==> src/rtl/fifo_uart_tx_if.sv <==
// Read-side handshake between fifo_interface (master) and fifo_uart_tx (slave).
interface fifo_uart_tx_if;
  logic       nempty;
  logic [7:0] fifo_data;
  logic       fiford;

  modport master (output nempty, output fifo_data, input fiford);
  modport slave  (input nempty, input fifo_data, output fiford);
endinterface

==> src/rtl/fifo_uart_tx.sv <==
// Drains bytes from the SRAM-backed FIFO with an active-low read strobe and
// serializes them as UART frames: start, 8 data LSB first, optional even parity, stop.
module fifo_uart_tx #(
  parameter int unsigned CLK_DIV   = 16,
  parameter int unsigned RD_PULSE  = 4,
  parameter int unsigned RD_GAP    = 1,
  parameter int unsigned PARITY_EN = 0
) (
  input  logic            clk,
  input  logic            rst,
  input  logic            enable,
  fifo_uart_tx_if.slave   fifo,
  output logic            tx,
  output logic            busy,
  output logic [15:0]     tx_count
);

  localparam int unsigned MAX_A = (CLK_DIV > RD_PULSE) ? CLK_DIV : RD_PULSE;
  localparam int unsigned MAX_P = (MAX_A > RD_GAP) ? MAX_A : RD_GAP;
  localparam int unsigned CW    = (MAX_P < 2) ? 1 : $clog2(MAX_P);

  localparam logic [CW-1:0] RD_LAST  = CW'(RD_PULSE - 1);
  localparam logic [CW-1:0] GAP_LAST = CW'(RD_GAP - 1);
  localparam logic [CW-1:0] BIT_LAST = CW'(CLK_DIV - 1);
  localparam bit            HAS_PAR  = (PARITY_EN != 0);

  typedef enum logic [2:0] {
    S_IDLE,
    S_RD,
    S_GAP,
    S_START,
    S_DATA,
    S_PAR,
    S_STOP
  } state_e;

  state_e        state_q;
  logic [CW-1:0] cnt_q;
  logic [CW-1:0] cnt_d;
  logic [2:0]    idx_q;
  logic [7:0]    data_q;
  logic          fiford_q;
  logic          tx_q;
  logic          busy_q;
  logic [15:0]   tx_count_q;

  always_comb begin
    cnt_d = cnt_q + CW'(1);
  end

  // One shared counter times the read pulse, the gap and every bit period;
  // it restarts at zero on each state change.
  always_ff @(posedge clk) begin
    if (!rst) begin
      state_q    <= S_IDLE;
      cnt_q      <= '0;
      idx_q      <= '0;
      data_q     <= '0;
      fiford_q   <= 1'b1;
      tx_q       <= 1'b1;
      busy_q     <= 1'b0;
      tx_count_q <= '0;
    end else begin
      unique case (state_q)
        S_IDLE: begin
          if (enable && fifo.nempty) begin
            fiford_q <= 1'b0;
            busy_q   <= 1'b1;
            cnt_q    <= '0;
            state_q  <= S_RD;
          end
        end
        S_RD: begin
          if (cnt_q == RD_LAST) begin
            fiford_q <= 1'b1;
            data_q   <= fifo.fifo_data;
            cnt_q    <= '0;
            state_q  <= S_GAP;
          end else begin
            cnt_q <= cnt_d;
          end
        end
        S_GAP: begin
          if (cnt_q == GAP_LAST) begin
            tx_q    <= 1'b0;
            cnt_q   <= '0;
            state_q <= S_START;
          end else begin
            cnt_q <= cnt_d;
          end
        end
        S_START: begin
          if (cnt_q == BIT_LAST) begin
            cnt_q   <= '0;
            idx_q   <= '0;
            tx_q    <= data_q[0];
            state_q <= S_DATA;
          end else begin
            cnt_q <= cnt_d;
          end
        end
        S_DATA: begin
          if (cnt_q == BIT_LAST) begin
            cnt_q <= '0;
            if (idx_q == 3'd7) begin
              if (HAS_PAR) begin
                tx_q    <= ^data_q;
                state_q <= S_PAR;
              end else begin
                tx_q    <= 1'b1;
                state_q <= S_STOP;
              end
            end else begin
              idx_q <= idx_q + 3'd1;
              tx_q  <= data_q[idx_q + 3'd1];
            end
          end else begin
            cnt_q <= cnt_d;
          end
        end
        S_PAR: begin
          if (cnt_q == BIT_LAST) begin
            cnt_q   <= '0;
            tx_q    <= 1'b1;
            state_q <= S_STOP;
          end else begin
            cnt_q <= cnt_d;
          end
        end
        S_STOP: begin
          if (cnt_q == BIT_LAST) begin
            cnt_q      <= '0;
            busy_q     <= 1'b0;
            tx_count_q <= tx_count_q + 16'd1;
            state_q    <= S_IDLE;
          end else begin
            cnt_q <= cnt_d;
          end
        end
        default: state_q <= S_IDLE;
      endcase
    end
  end

  assign fifo.fiford = fiford_q;
  assign tx          = tx_q;
  assign busy        = busy_q;
  assign tx_count    = tx_count_q;

endmodule

==> src/flat_wrapper.sv <==
// flat-port wrapper written by rule: the top's interface ports become plain ports
module fifo_uart_tx_flat 
#(
  parameter int unsigned CLK_DIV   = 16,
  parameter int unsigned RD_PULSE  = 4,
  parameter int unsigned RD_GAP    = 1,
  parameter int unsigned PARITY_EN = 0
)
  (clk, rst, enable, tx, busy, tx_count, fifo_nempty, fifo_fifo_data, fifo_fiford);
  fifo_uart_tx_if fifo_i ();
  input  logic clk;
  input  logic rst;
  input  logic enable;
  output logic tx;
  output logic busy;
  output logic [15:0] tx_count;
  input wire logic [$bits(fifo_i.nempty)-1:0] fifo_nempty;
  input wire logic [$bits(fifo_i.fifo_data)-1:0] fifo_fifo_data;
  output wire logic [$bits(fifo_i.fiford)-1:0] fifo_fiford;
  assign fifo_i.nempty = fifo_nempty;
  assign fifo_i.fifo_data = fifo_fifo_data;
  assign fifo_fiford = fifo_i.fiford;
  fifo_uart_tx #(.CLK_DIV(CLK_DIV), .RD_PULSE(RD_PULSE), .RD_GAP(RD_GAP), .PARITY_EN(PARITY_EN)) u_core (.clk(clk), .rst(rst), .enable(enable), .fifo(fifo_i), .tx(tx), .busy(busy), .tx_count(tx_count));
endmodule
==> config.mk <==
export PLATFORM = sky130hd
export DESIGN_NAME = fifo_uart_tx_flat
export DESIGN_NICKNAME = d
export VERILOG_FILES = /design/src/rtl/fifo_uart_tx_if.sv /design/src/rtl/fifo_uart_tx.sv /design/src/flat_wrapper.sv
export SDC_FILE = /design/constraint.sdc
export NUM_CORES = 1
export LEC_CHECK = 0
export CORE_UTILIZATION = 53
export CTS_CLUSTER_SIZE = 10
export DETAILED_ROUTE_END_ITERATION = 8
export GPL_TIMING_DRIVEN = 0
export PLACE_DENSITY = 0.79
export REMOVE_ABC_BUFFERS = 1
export SYNTH_ARGS = -nofsm -noshare
export SYNTH_HDL_FRONTEND = slang
export SYNTH_SLANG_ARGS = --single-unit
export TNS_END_PERCENT = 30
==> constraint.sdc <==
create_clock -name clk -period 2.4 [get_ports clk]
set_clock_uncertainty 0.1 [all_clocks]
set_input_delay 0.24 -clock clk [delete_from_list [all_inputs] [get_ports clk]]
set_output_delay 0.24 -clock clk [all_outputs]
set_load 0.02 [all_outputs]
# Word level (Yosys, flattened, before mapping)
# Cells that the tools add are included.
# word_totals
input_bits	12
register_bits	37
word_cells	78
out_inout_bits	19
# classes
muxes	31
order_cmp	1
n_reduce_logical	17
add_sub_neg	3
n_eq_ne	18
# ops
cell	n
2-to-1 mux 3 bit	10
case mux 3 bit (7 select lines)	1
adder 16 x 1 -> 16 bit (second input constant)	1
2-to-1 mux 4 bit	4
inequality test 2 x 1 -> 1 bit (second input constant)	8
case mux 4 bit (4 select lines)	1
equality test 3 bit (second input constant)	4
2-to-1 mux 1 bit	10
AND reduction 8 bit	1
nonzero test 4 bit	2
equality test 3 x 2 -> 1 bit (second input constant)	2
case mux 3 bit (2 select lines)	1
AND reduction 2 bit	3
AND reduction 3 bit	2
nonzero test 2 bit	3
AND reduction 5 bit	1
adder 4 x 1 -> 4 bit (second input constant)	1
equality test 4 x 2 -> 1 bit (second input constant)	1
equality test 4 bit (second input constant)	1
zero test 4 bit	1
less-than comparator 3 x 4 -> 1 bit (second input constant)	1
case mux 1 bit (2 select lines)	2
case mux 1 bit (4 select lines)	1
AND reduction 4 bit	1
other kinds (7)	7

# Depth between registers and ports, before layout
# logic_depth
ltp_word	6
mapped_depth	6
ltp_nobuf	6

# Worst setup path after synthesis
# No wires, ideal clock.
# synth_timing
path_kind	register to register
startpoint	reg u_core.idx_q[0]
endpoint	reg u_core.tx_q, in the netlist u_core.tx
t_required_ns	2.162
t_arrival_ns	1.682
setup_slack_ns	0.480
setup_time_ns	0.138
path_stages_with_launch	6
synth_period_minus_slack_ns	1.920
n_path_buf	0
cell_sequence	dfxtp_1 ha_1 mux4_2 mux2_2 o31ai_1 o211ai_1
# synth_between
elab_chain_len	6
elab_cells_between_ends	7
cone_classes	add/sub: 1; eq/ne: 1; mux: 5
# synth_lines
item	line_no	rtl
from (decl)	fifo_uart_tx.sv:40	logic [2:0] idx_q;
from (signal assigned)	fifo_uart_tx.sv:114	idx_q <= idx_q + 3'd1;
adder 3 x 1 -> 3 bit	fifo_uart_tx.sv:115	tx_q <= data_q[idx_q + 3'd1];
binary-select mux 1 bit (select 3 bit)	fifo_uart_tx.sv:115	
2-to-1 mux 1 bit (not written as such)	fifo_uart_tx.sv:115	
2-to-1 mux 1 bit *	fifo_uart_tx.sv:105	if (idx_q == 3'd7) begin
2-to-1 mux 1 bit *	fifo_uart_tx.sv:103	if (cnt_q == BIT_LAST) begin
case mux 1 bit (4 select lines) *	fifo_uart_tx.sv:64	unique case (state_q)
to (signal assigned)	fifo_uart_tx.sv:96	tx_q <= data_q[0];
to (signal assigned)	fifo_uart_tx.sv:107	tx_q <= ^data_q;
to (signal assigned)	fifo_uart_tx.sv:115	
to (decl)	fifo_uart_tx.sv:43	logic tx_q;
# Mark *: on every way between the ends. The rest lies on a longest branch, timed or not. The select of a mux whose other input is x is not followed.
# A chain may end at the register's enable or synchronous reset.

# Worst setup path in the final report
# layout_timing
startpoint	reg u_core.cnt_q[0]
endpoint	reg u_core.tx_count_q[14], in the netlist u_core.tx_count[14]
# layout_between
elab_chain_len	2
# layout_lines
item	line_no	rtl
from (decl)	fifo_uart_tx.sv:38	logic [CW-1:0] cnt_q;
from (signal assigned)	fifo_uart_tx.sv:80	cnt_q <= cnt_d;
from (signal assigned)	fifo_uart_tx.sv:89	cnt_q <= cnt_d;
from (signal assigned)	fifo_uart_tx.sv:99	cnt_q <= cnt_d;
equality test 4 bit	fifo_uart_tx.sv:131	if (cnt_q == BIT_LAST) begin
AND reduction 2 bit (no line)	--	
to (signal assigned)	fifo_uart_tx.sv:134	tx_count_q <= tx_count_q + 16'd1;
to (decl)	fifo_uart_tx.sv:45	logic [15:0] tx_count_q;
# No other way between the ends.

==> flow_summary.toml <==
[floorplan]
dieArea_um2 = 3890
core_area_um2 = 3420
ios = 31
die_h_um = 62.3
rows = 21
initial_core_util_pct = 56.5
fp.dieW_um = 62.3

[synth]
avgSynthCellArea_um2 = 8.77
ys_ff_latch = 37
netlist_area_um2 = 1930
synth-edff-count = 0
yosysSeqAreaShare_pct = 38.4
synth-async-reset-ratio_pct = 0
synthFlopType = "dfxtp_1"
synth_compound_area_share_pct = 16.9
synthAdderAreaFrac_pct = 3.24
synth.area.mux_share_pct = 9.66
yosysUniqueCellTypes = 49
synth_simple_gate_area_share_pct = 25.7
synth_top_family_by_area = "simple AND/OR/NAND/NOR gates"
netlist_instances = 220
yosysWarnings = 0
synth-xor-area-share_pct = 1.82

[power_and_ir_drop]
power_frac_clock_pct = 34.3
p_seq_share_pct = 59.2
p_sw_mw = 0.234
internal-power_mw = 0.825
power_density_nw_per_um2 = 456
vdd_drop_max_mv = 0.377
p_leak_nw = 0.906
pwr-share-comb_pct = 6.5
swShare_pct = 22.1

[place]
port_buffers = 30
dp_hpwl_um = 2570
gp_congestion = 0.889

[global_routing]
grt_pass1_vias = 1510
met2_usage_pct = 33.4
antenna_found_initial = 0
track_usage_pct = 20.5
use_met3_pct = 4.60
grt_pass1_wl_um = 6530
top_usage_layer = "met2"
use_met1_pct = 27.1
grt_max_degree = 31
grt.overflow.total = 0

[cells_and_area]
n_fill_cell = 298
layout.nets = 263
areaGrowthSynthToFinish_pct = 20.3
utilization_pct = 67.9
final_cell_mix = "dfxtp_1 (36), clkdlybuf4s50_1 (30), nor2_1 (21)"
drive_above_1_share_pct = 6.88
n_antenna_cell = 0
final_common_cell = "dfxtp_1"

[cts]
numClockSinks = 37
max-clock-path-buffers = 2
clk_pin_slew_ns = 0.11
worstSkewPairLatency_ns = 0.33
root_buffer = "clkbuf_4"
cts_tree = "yes"
numCtsBuffers = 5
cts_hold_buffers = 0
h-tree-depth = 2

[sta]
maxSlewViolCount = 0
setup_violations = 0
tightest_slew_ns = 0.933
slew_headroom_pct = 37.7
rsz0062_at_grt = "no"
setup_tns_ns = 0
finalHoldViolCount = 0
fmax_mhz = 459
fin_crit_sh_pct = 90.8
finalCriticalPeriod_ns = 2.18

[worst_setup_path]
cp_data_required_time_ns = 2.55
cp-end-kind = "flip-flop"
worstPathArrival_ns = 2.33
path_class = "flip-flop to flip-flop"
crit_fanout = 10
start_kind = "flip-flop"
rrSetupSlack_ns = 0.22

[detailed_routing]
first_pass_iters = 4
wirelength_um = 3680
viasPerCell = 5.61
wl_per_cell_um = 12.5
drt.antenna.violating_nets = 0
num_vias = 1645
drt_iter0_drc = 161
drc = 0

[hold_path]
min_path_type = "flip-flop to flip-flop"

[run]
drv_cap = 0

[status]
status = "completed"
cells in the mapped netlist, types with 5 or more instances:
cell,number,area [um^2]
a21oi_1,14,70.1
clkbuf_1,8,30.0
dfxtp_1,37,741
nand2_1,11,41.3
nor2_1,21,78.8
or3_1,6,37.5
mux2i_1,13,130
ha_1,5,62.6
nand3_1,11,55.1
and3_1,6,37.5
nand2b_1,5,31.3
o21ai_0,12,60.1
inv_1,8,30.0
registers in the layout, summed over array words and instances (netlist names):
register / flops
u_core.fifo.fiford: 1
u_core.busy: 1
u_core.idx_q: 3
u_core.state_q: 3
u_core.data_q: 8
u_core.tx: 1
u_core.cnt_q: 4
u_core.tx_count: 16
per-stage QoR:
stage               instances  hold WS [ns]  setup slack [ns]  area [um^2]  total power [mW]
finish                    293         0.346             0.220         2320              1.06
floorplan                 208         0.212             0.465         1880             0.676
global placement          284         0.329             0.121         2240             0.710
global route              293         0.384           0.00131         2320              1.12
CTS                       292         0.350            0.0343         2310              1.08
detailed placement        284         0.333            0.0506         2240             0.711
layout make-up:
type / count / area (um^2) / area share (%)
repair buffers: 31 / 308 / 13.3
well taps: 46 / 57.6 / 2.48
flip-flops and latches: 37 / 742 / 32.0
clock buffers: 7 / 65.1 / 2.80
multi-input cells: 163 / 1110 / 48.0
clock inverters: 1 / 5.00 / 0.216
inverters: 8 / 30.0 / 1.29
logic make-up after synthesis:
kind of cell	after synthesis
compound gates	50
flops	37
buf+inv	20
simple gates	88
mux	16
fa+ha+maj	5
xor+xnor	4
worst paths after layout:
check	start	endpoint	depth (start not counted)
min	u_core.busy	u_core.busy	2
max reg2reg	u_core.cnt_q[0]	u_core.tx_count[14]	5
min reg2reg	u_core.busy	u_core.busy	2
max	u_core.cnt_q[0]	u_core.tx_count[14]	5
power groups by stage:
stage	registers [mW]	clock network (mW)	logic, mW
after floorplan	0.643	0	0.0332
final	0.627	0.363	0.0690
after CTS	0.627	0.380	0.0697
after detailed placement	0.641	0	0.0693
after global routing	0.629	0.410	0.0763
after global placement	0.641	0	0.0692
timing repair:
item / CTS / global route
resized for setup: 0 / 2
endpoints found under the setup margin: 0 / 7
setup buffers: 0 / 1
critical path: stages (launching register included):
cell and delay [ns]:
dfxtp_1 0.37, ha_1 0.27, and3_1 0.43, nand4_4 0.24
or4_1 0.54, a21oi_1 0.15
per-layer routing:
metal | vias to the layer above | wire [um]
li1 | 859 | -
met1 | 752 | 1810
met2 | 29 | 1700
met3 | 5 | 132
met4 | 0 | 37
met5 | - | 0
No activity file was read; power rests on OpenSTA's default activity.
